File: src/rtl/bnn_seq_loader.sv
// Stream front end for the sequential BNN core: assembles an N-sample frame, runs the
// core for a fixed window with its reset released, then presents the class result.
//
// state | meaning
// LOAD  | accepting samples into core_data, core held in reset
// SYNC  | after a missing s_last: dropping samples until the next s_last
// RUN   | core out of reset, wcnt counts the run window
// OUT   | result presented on m_valid/m_klass, core held in reset
module bnn_seq_loader #(
    parameter int N    = 128,
    parameter int B    = 4,
    parameter int M    = 40,
    parameter int C    = 6,
    parameter int WAIT = N + M + 2,
    localparam int CL  = $clog2(C)
) (
    input  logic            clk,
    input  logic            rst,
    input  logic            s_valid,
    output logic            s_ready,
    input  logic [B-1:0]    s_data,
    input  logic            s_last,
    output logic            core_rst,
    output logic [N*B-1:0]  core_data,
    input  logic [CL-1:0]   core_klass,
    output logic            m_valid,
    input  logic            m_ready,
    output logic [CL-1:0]   m_klass,
    output logic            busy,
    output logic            err
);

    localparam int IW = $clog2(N);
    localparam int WW = $clog2(WAIT);
    localparam logic [IW-1:0] IDX_LAST  = IW'(N - 1);
    localparam logic [WW-1:0] WCNT_LAST = WW'(WAIT - 1);

    typedef enum logic [1:0] {LOAD, SYNC, RUN, OUT} state_t;

    state_t          state;
    logic [IW-1:0]   idx;
    logic [WW-1:0]   wcnt;

    // Decoded straight from the state register so an async reset reaches the core at once.
    assign s_ready  = (state == LOAD) || (state == SYNC);
    assign core_rst = (state != RUN);
    assign busy     = (state == RUN) || (state == OUT);

    always_ff @(posedge clk or posedge rst) begin
        if (rst) begin
            state     <= LOAD;
            idx       <= '0;
            wcnt      <= '0;
            core_data <= '0;
            m_valid   <= 1'b0;
            m_klass   <= '0;
            err       <= 1'b0;
        end else begin
            err <= 1'b0;
            case (state)
                LOAD: begin
                    if (s_valid) begin
                        core_data[idx*B +: B] <= s_data;
                        if (idx == IDX_LAST) begin
                            idx <= '0;
                            if (s_last) begin
                                state <= RUN;
                                wcnt  <= '0;
                            end else begin
                                err   <= 1'b1;
                                state <= SYNC;
                            end
                        end else if (s_last) begin
                            // Short frame: discard it and restart; stale bits are overwritten later.
                            err <= 1'b1;
                            idx <= '0;
                        end else begin
                            idx <= idx + 1'b1;
                        end
                    end
                end
                SYNC: begin
                    if (s_valid && s_last) state <= LOAD;
                end
                RUN: begin
                    if (wcnt == WCNT_LAST) begin
                        m_klass <= core_klass;
                        m_valid <= 1'b1;
                        state   <= OUT;
                    end else begin
                        wcnt <= wcnt + 1'b1;
                    end
                end
                OUT: begin
                    if (m_ready) begin
                        m_valid <= 1'b0;
                        state   <= LOAD;
                    end
                end
                default: state <= LOAD;
            endcase
        end
    end

endmodule

File: config.mk
export PLATFORM = sky130hd
export DESIGN_NAME = bnn_seq_loader
export DESIGN_NICKNAME = d
export VERILOG_FILES = /design/src/rtl/bnn_seq_loader.sv
export SDC_FILE = /design/constraint.sdc
export NUM_CORES = 1
export LEC_CHECK = 0
export ABC_AREA = 1
export CAP_MARGIN = 40
export CORE_UTILIZATION = 45
export DETAILED_ROUTE_END_ITERATION = 8
export PLACE_DENSITY = 0.72
export SYNTH_ARGS = -nofsm -noshare
export SYNTH_HDL_FRONTEND = slang
export SYNTH_SLANG_ARGS = --single-unit
File: constraint.sdc
create_clock -name clk -period 24 [get_ports clk]
set_clock_uncertainty 0.15 [all_clocks]
set_input_delay 4.8 -clock clk [delete_from_list [all_inputs] [get_ports clk]]
set_output_delay 4.8 -clock clk [all_outputs]
set_load 0.005 [all_outputs]
# After elaboration in Yosys (flattened, before gate mapping)
# Cells that the tools add are included.
# W data, S select, Z words.
# totals
word_cells,59
regBits,534
in_bits,12
output_inout_bits,520
# op_classes
addsub,3
n_shift,2
n_eq_ne,13
n_mux,23
n_reduce_logical,11
# op_table
op,count
$bwmux W512,1
$shift A4 B34 Y512 const A,1
$shiftx A4 B34 Y512,1
$neg A9 Y34,1
$mux W8,4
$pmux W8 S2,1
$mux W7,2
$mux W2,6
$ne A2 B2 Y1 const B,5
$reduce_and A5 Y1,2
$add A8 B1 Y8 const B,1
$eq A8 B8 Y1 const B,1
$pmux W2 S4,1
$add A7 B1 Y7 const B,1
$eq A7 B7 Y1 const B,1
$mux W1,7
$ne A2 B1 Y1 const B,3
$eq A2 B2 Y1 const B,2
$reduce_and A2 Y1,2
$reduce_bool A2 Y1,2
$reduce_and A3 Y1,1
$eq A2 B1 Y1 const B,1
$logic_not A2 Y1,1
$logic_or A1 B1 Y1,2
other kinds (2),2

# Logic depth before layout (Yosys ltp)
# Gate-level depths: netlist of run 1.
# depth
word_depth,4
depth_mapped,18
mapped_depth_nobuf,18

# Least setup slack after synthesis of run 1
# Ideal clock, no wire load.
# synth_path
path_type,input-to-reg
startpoint,input port s_valid
endpoint,register core_data[132]
setup_time_ns,0.065
stages,10
arrival_ns,6.021
path_buffers,2
path_slack_ns,17.764
cell_sequence,nand2_1 > inv_1 > nand3_1 > inv_2 > nand2_1 > inv_2 > buf_2 > buf_2 > nand4_1 > nand2_1
# synth_between
elab_chain_len,1
# synth_lines
item,line_no,text
"start, declared",19,"input logic s_valid,"
$reduce_and A2 Y1 (no source line),n/a,
"end signal, assigned by index",63,core_data[idx*B +: B] <= s_data;
"end, declared",24,"output logic [N*B-1:0] core_data,"
# Every way passes these cells.
# A chain may end at the register's enable or synchronous reset.

# Final worst setup path of run 1
# layout_path
startpoint,input port s_valid
endpoint,register core_data[475]
# The elaborated chain is that of the path after synthesis.

==> results.cfg, run 1 <==
[timing]
fin_crit_sh = 0.3402
slew_viol_final = 0
tightest_slew_ns = 1.109
final_hold_viol_count = 0
timing.slew.headroom = 0.2606
holdWs_ns = 0.3222
fin_tns_setup_ns = 0
finalWorstSetupSlack_ns = 15.83
setup_viol = 0
min_period_ns = 8.166
fmax_mhz = 122.5
rsz0062_at_grt = false

[critical_path]
cp_data_required_time_ns = 24.32
reg2regPathDepth = 16
critPathLaunchType = input port
cp_data_arrival_time_ns = 8.48
cp_max_fo = 39
r2r_end = core_data[475]
cp-startpoint = s_valid
critical_path_class = in -> reg
r2r_start = idx[0]
ff2ff_setup_slack_ns = 18.17
crit_end = core_data[475]
end_kind = register

[routing]
antenna_left = 0
wirelength_um = 89050
route.detailed.drc = 6
avgViaCountPerCell = 5.683
drtPass1Iterations = 9
drtIter0Drc = 2697
vias = 23720
wl_per_cell_um = 21.34

[pwr]
ir_drop_mv = 0.1418
cellLeakagePower_nw = 14.76
powerDensity_nw_per_um2 = 88.32

[die]
fp.dieArea_sq_um = 54250
core_area_sq_um = 52660
io_pins = 532
die_h_um = 232.9
dieWidth_um = 232.9
initial_core_util = 0.4557
rows = 84

[logic_synthesis]
yosysSeqAreaShare = 0.5569
syn_nets = 2988
synth_top_cell_by_area = dfrtp_1
synthTopCellsByArea = dfrtp_1 (56%), nand2_1 (18%), nand4_1 (5.6%), nor2_1 (5.1%), o21ai_0 (4.5%)
syn_inst = 2971
synth_area_sq_um = 24000
ys_warn_count = 0
ys_seq_elements = 534
avgSynthCellArea_sq_um = 8.077
synth_top_area_frac = 0.5569
netlist-cell-type-count = 33

[clocking]
htreeDepth = 2
clockRootBuffer = clkbuf_16
holdBufCountCts = 0
cts_buffer_depth = 3
cts_buffers = 56
clk_pin_slew_worst_paths_ns = 0.06
postCtsSetupBuffers = 0
cts_resized = 0
cts_tree = done
cts.sinks = 534
clk_latency_ns = 0.62

[place]
io_buffers = 531
gp_congestion = 0.9108
post-place-cells = 4070
dp_hpwl_um = 64720
detailedPlace.worstSlack_ns = 15.21

[finish]
fin_cells = 4173
num_antenna_cells = 0
fin_nets = 3457
drive_gt1_frac = 0.04849
area_growth_pct = 32.28

[global_route]
antenna_found_initial = 2
grt_pass1_wl_um = 134200
grt_overflow = 0
grt_pass1_vias = 22180
grt_max_degree = 170
track_usage = 0.3247

[min_path]
min_path_type = reg -> reg

[run_status]
violations = design-rule violations
status = complete, but fails checks

[job]
maxCapViolCount = 0
## report_power, final
part	internal [mW]	switching, mW
sequential	0.922	0.0236
combinational	0.148	0.816
clock	0.520	0.374
## critical path, stage by stage
cell and delay (ns):
clkdlybuf4s50_1 0.48, nand2_1 0.20, inv_1 0.21, nand3_1 0.19, inv_4 0.41, nand2_1 0.57
inv_2 0.45, buf_4 0.61, nand2_1 0.31, nand2_1 0.13, o21ai_0 0.10
## cell type report
type / count / area (sq um)
clock buffer: 79 / 1609
clock inverter: 24 / 267.8
fill: 4509 / 20910
inverter: 86 / 345.3
multi-input combinational: 2207 / 9708
sequential: 534 / 13360
tap: 688 / 860.8
timing repair buffer: 555 / 5588
## synthesized netlist by cell type (all sizes together)
cell type and number:
inv 84, xor2 4, o311ai 1, o21a 2
xnor2 3, clkinv 2, clkbuf 59, nand2 1177
dfrtp 534, nand4 213, o22ai 1, o31ai 8
nand3 181, buf 85, a21oi 22, ha 5
nor4 4, o21ai 218, nor3 16, nor2 352
## sequential cells by signal (all words and copies together) (netlist names)
name / cells
idx: 7
m_klass: 3
core_data: 512
wcnt: 8
state: 2
m_valid: 1
err: 1
## metal layers
layer  track usage  wire length [um]
met2        0.5179             41880
met3       0.07267              8242
met5             0                30
met4        0.1283              3440
met1        0.4292             35450
## cell usage in the layout (no fill, tap or decap), drive strengths merged, types with 4 or more instances in the layout
cell type / synthesis / final
o31ai: 8 / 8
clkdlybuf4s50: 0 / 531
xor2: 4 / 4
nand4: 213 / 213
nor4: 4 / 4
nor3: 16 / 16
ha: 5 / 5
inv: 84 / 87
dfrtp: 534 / 534
o21ai: 218 / 218
nor2: 352 / 352
a21oi: 22 / 22
nand3: 181 / 181
bufinv: 0 / 5
clkbuf: 59 / 79
buf: 85 / 24
nand2: 1177 / 1177
clkinv: 2 / 15
## worst min path at each step
stage | start | endpoint | slack [ns] | cells after the start
floorplan | core_data[100] | core_data[100] | 0.32 | 2
global placement | core_data[71] | core_data[71] | 0.31 | 2
detailed placement | core_data[261] | core_data[261] | 0.31 | 2
CTS | core_data[261] | core_data[261] | 0.32 | 2
global route | core_data[36] | core_data[36] | 0.33 | 2
finish | core_data[352] | core_data[352] | 0.32 | 2
## stage by stage
stage | instance area, sq um | total power [mW] | util
after floorplan | 24000 | 1.612 | -
final | 31740 | 2.804 | 0.6028
after CTS | 31740 | 2.790 | 0.6028
after global routing | 31740 | 2.915 | 0.6028
after detailed placement | 29860 | 1.903 | 0.5672
after global placement | 29750 | 1.861 | 0.5649
## cells by family (layout without fill, tap and decap cells)
group / Yosys count / count (layout) / synth area share
buffers and inverters: 230 / 744 / 0.04025
adders and majority gates: 5 / 5 / 0.002607
and+or+nand+nor: 1943 / 1943 / 0.3436
DFF: 534 / 534 / 0.5569
AOI/OAI and AO/OA: 252 / 252 / 0.05381
xor gates and xnor gates: 7 / 7 / 0.002868
No activity file was read; power rests on OpenSTA's default activity.
==> inputs of run 2 (changes only) <==
--- a/config.mk
+++ b/config.mk
@@ -9,7 +9,7 @@
 export CAP_MARGIN = 40
 export CORE_UTILIZATION = 45
 export DETAILED_ROUTE_END_ITERATION = 8
-export PLACE_DENSITY = 0.72
+export PLACE_DENSITY = 0.75
 export SYNTH_ARGS = -nofsm -noshare
 export SYNTH_HDL_FRONTEND = slang
 export SYNTH_SLANG_ARGS = --single-unit
==> constraint.sdc (replaced) <==
create_clock -name clk -period 7.15 [get_ports clk]
set_clock_uncertainty 0.15 [all_clocks]
set_input_delay 1.43 -clock clk [delete_from_list [all_inputs] [get_ports clk]]
set_output_delay 1.43 -clock clk [all_outputs]
set_load 0.005 [all_outputs]
==> run 2 against run 1 <==
- largest power group unchanged
- global-route usage decreased by 0.64 points
- the flow now finishes without violations
- non-clock buffer count is 2 higher
- sequential power grew to 3.4 times the previous value
==> results.cfg, run 2 (synthesis gave the netlist of run 1 again) <==
[clocking]
clk_latency_ns = 0.60
cts_buffer_depth = 3
cts_tree = done
cts_resized = 0
cts_buffers = 55
holdBufCountCts = 0
htreeDepth = 2
postCtsSetupBuffers = 0
cts.sinks = 534
clk_pin_slew_worst_paths_ns = 0.06
clockRootBuffer = clkbuf_16

[critical_path]
cp_num_cells = 16
cp_max_fo = 52
r2r_end = core_data[472]
ff2ff_setup_slack_ns = 2.31
cp_data_required_time_ns = 7.45
r2r_start = idx[0]
end_kind = register
critPathLaunchType = register
path_common_cell = nand2_1
path_cells = inv_2 -> ha_1 -> nand2_1 -> nor2_1 -> nand2_1 -> nor2_1 -> ha_4 -> clkinv_2 -> nand3_1 -> inv_4 -> nand2_1 -> inv_2 -> buf_4 -> nand2_1 -> nand2_1 -> o21ai_0
slowest_delay_ns = 0.65
cp_top_family = simple AND/OR/NAND/NOR gates
cp_num_buf_inv = 5
cp-startpoint = idx[0]
cp_data_arrival_time_ns = 5.14
cp_slowest_cell = nand2_1
critical_path_class = reg -> reg
reg2regPathDepth = 16
crit_end = core_data[472]

[die]
die_h_um = 232.9
fp.dieArea_sq_um = 54250
rows = 84
core_area_sq_um = 52660
initial_core_util = 0.4557
dieWidth_um = 232.9
io_pins = 532

[global_route]
antenna_found_initial = 3
grt_pass1_vias = 21920
track_usage = 0.3183
grt_pass1_wl_um = 131600
grt_overflow = 0
grt_max_degree = 155

[routing]
wirelength_um = 87360
wl_per_cell_um = 20.93
route.detailed.drc = 0
avgViaCountPerCell = 5.609
drtIter0Drc = 2663
antenna_left = 0
vias = 23410
drtPass1Iterations = 7

[finish]
top_regs = core_data: 512 flops, wcnt: 8 flops, idx: 7 flops
drive_gt1_frac = 0.04879
fin_area_sq_um = 31900
fillers = 4522
largest_reg_flops = 512
fin_nets = 3458
final_common_cell = nand2_1
layout_common_cells = nand2_1 (1173), dfrtp_1 (534), clkdlybuf4s50_1 (531)
final_core_util = 0.6058
top_register = core_data
area_growth_pct = 32.94

[timing]
fin_crit_sh = 0.6767
final_hold_viol_count = 0
rsz0062_at_grt = false
fmax_mhz = 206.7
slew_viol_final = 0
finalWorstSetupSlack_ns = 2.312
tightest_slew_ns = 0.9260
timing.slew.headroom = 0.3826
min_period_ns = 4.838
setup_viol = 0

[place]
dp_hpwl_um = 62570
dpl_cell_area_sq_um = 29870
detailedPlace.worstSlack_ns = 2.300
gp_congestion = 0.9061
io_buffers = 531

[pwr]
cellLeakagePower_nw = 14.84
ir_drop_mv = 0.4114
powerDensity_nw_per_um2 = 301.9
power_mw = 9.631

[job]
maxCapViolCount = 0

[run_status]
status = finished, final reports clean

[min_path]
min_path_type = reg -> reg
[run 2: cell count changes in the layout (fill, tap and decap cells not counted), sizes merged, moves of 2 or more]
cell,previous run,this run
buf,24,26
inv,87,84
bufinv,5,11
clkinv,15,10
clkinvlp,3,1
[run 2: worst register-to-register path: stages, from the launching register on]
cell and delay [ns]:
dfrtp_1 0.55, inv_2 0.27, ha_1 0.33, nand2_1 0.09
nor2_1 0.17, nand2_1 0.14, nor2_1 0.18, ha_4 0.38
clkinv_2 0.12, nand3_1 0.15, inv_4 0.43, nand2_1 0.67
inv_2 0.20, buf_4 0.40, nand2_1 0.27, nand2_1 0.12
o21ai_0 0.08
[run 2: how the worst min path moves through the flow]
stage              startpoint              to  slack (ns)  depth (start not counted)
6_report        core_data[39]   core_data[39]        0.32                          2
2_1_floorplan  core_data[100]  core_data[100]        0.32                          2
4_1_cts         core_data[39]   core_data[39]        0.32                          2
5_1_grt        core_data[321]  core_data[321]        0.34                          2
3_3_place_gp    core_data[71]   core_data[71]        0.30                          2
3_5_place_dp   core_data[326]  core_data[326]        0.31                          2
[run 2: final cells by class]
| type | count | area (sq um) | share of cell area |
|---|---|---|---|
| clock inverters | 20 | 394.1 | 0.01235 |
| repair buffers | 557 | 5600 | 0.1756 |
| well taps | 688 | 860.8 | 0.02698 |
| clock buffers | 80 | 1632 | 0.05115 |
| diodes | 1 | 2.502 | 0.00007844 |
| multi-input cells | 2207 | 9708 | 0.3043 |
| flip-flops and latches | 534 | 13360 | 0.4189 |
| inverters | 86 | 340.3 | 0.01067 |
[run 2: per-stage QoR]
step / instances / hold slack (ns) / TNS [ns]
finish: 4173 / 0.3190 / 0
global route: 4172 / 0.3420 / 0
CTS: 4172 / 0.3224 / 0
detailed placement: 4072 / 0.3076 / 0
global placement: 4069 / 0.3029 / 0
floorplan: 2971 / 0.3154 / -902.49
[run 2: power breakdown]
part,total [mW],switching (mW),internal [mW]
clock,3.20,1.23,1.97
sequential,3.17,0.0748,3.10
combinational,3.26,2.77,0.491
[run 2: layer usage]
layer | routed length (um) | vias to the layer above | GRT usage
li1 | - | 10700 | -
met1 | 34910 | 11250 | 0.4271
met2 | 40390 | 1223 | 0.4999
met3 | 8073 | 226 | 0.06458
met4 | 3945 | 4 | 0.1375
met5 | 34 | - | 0
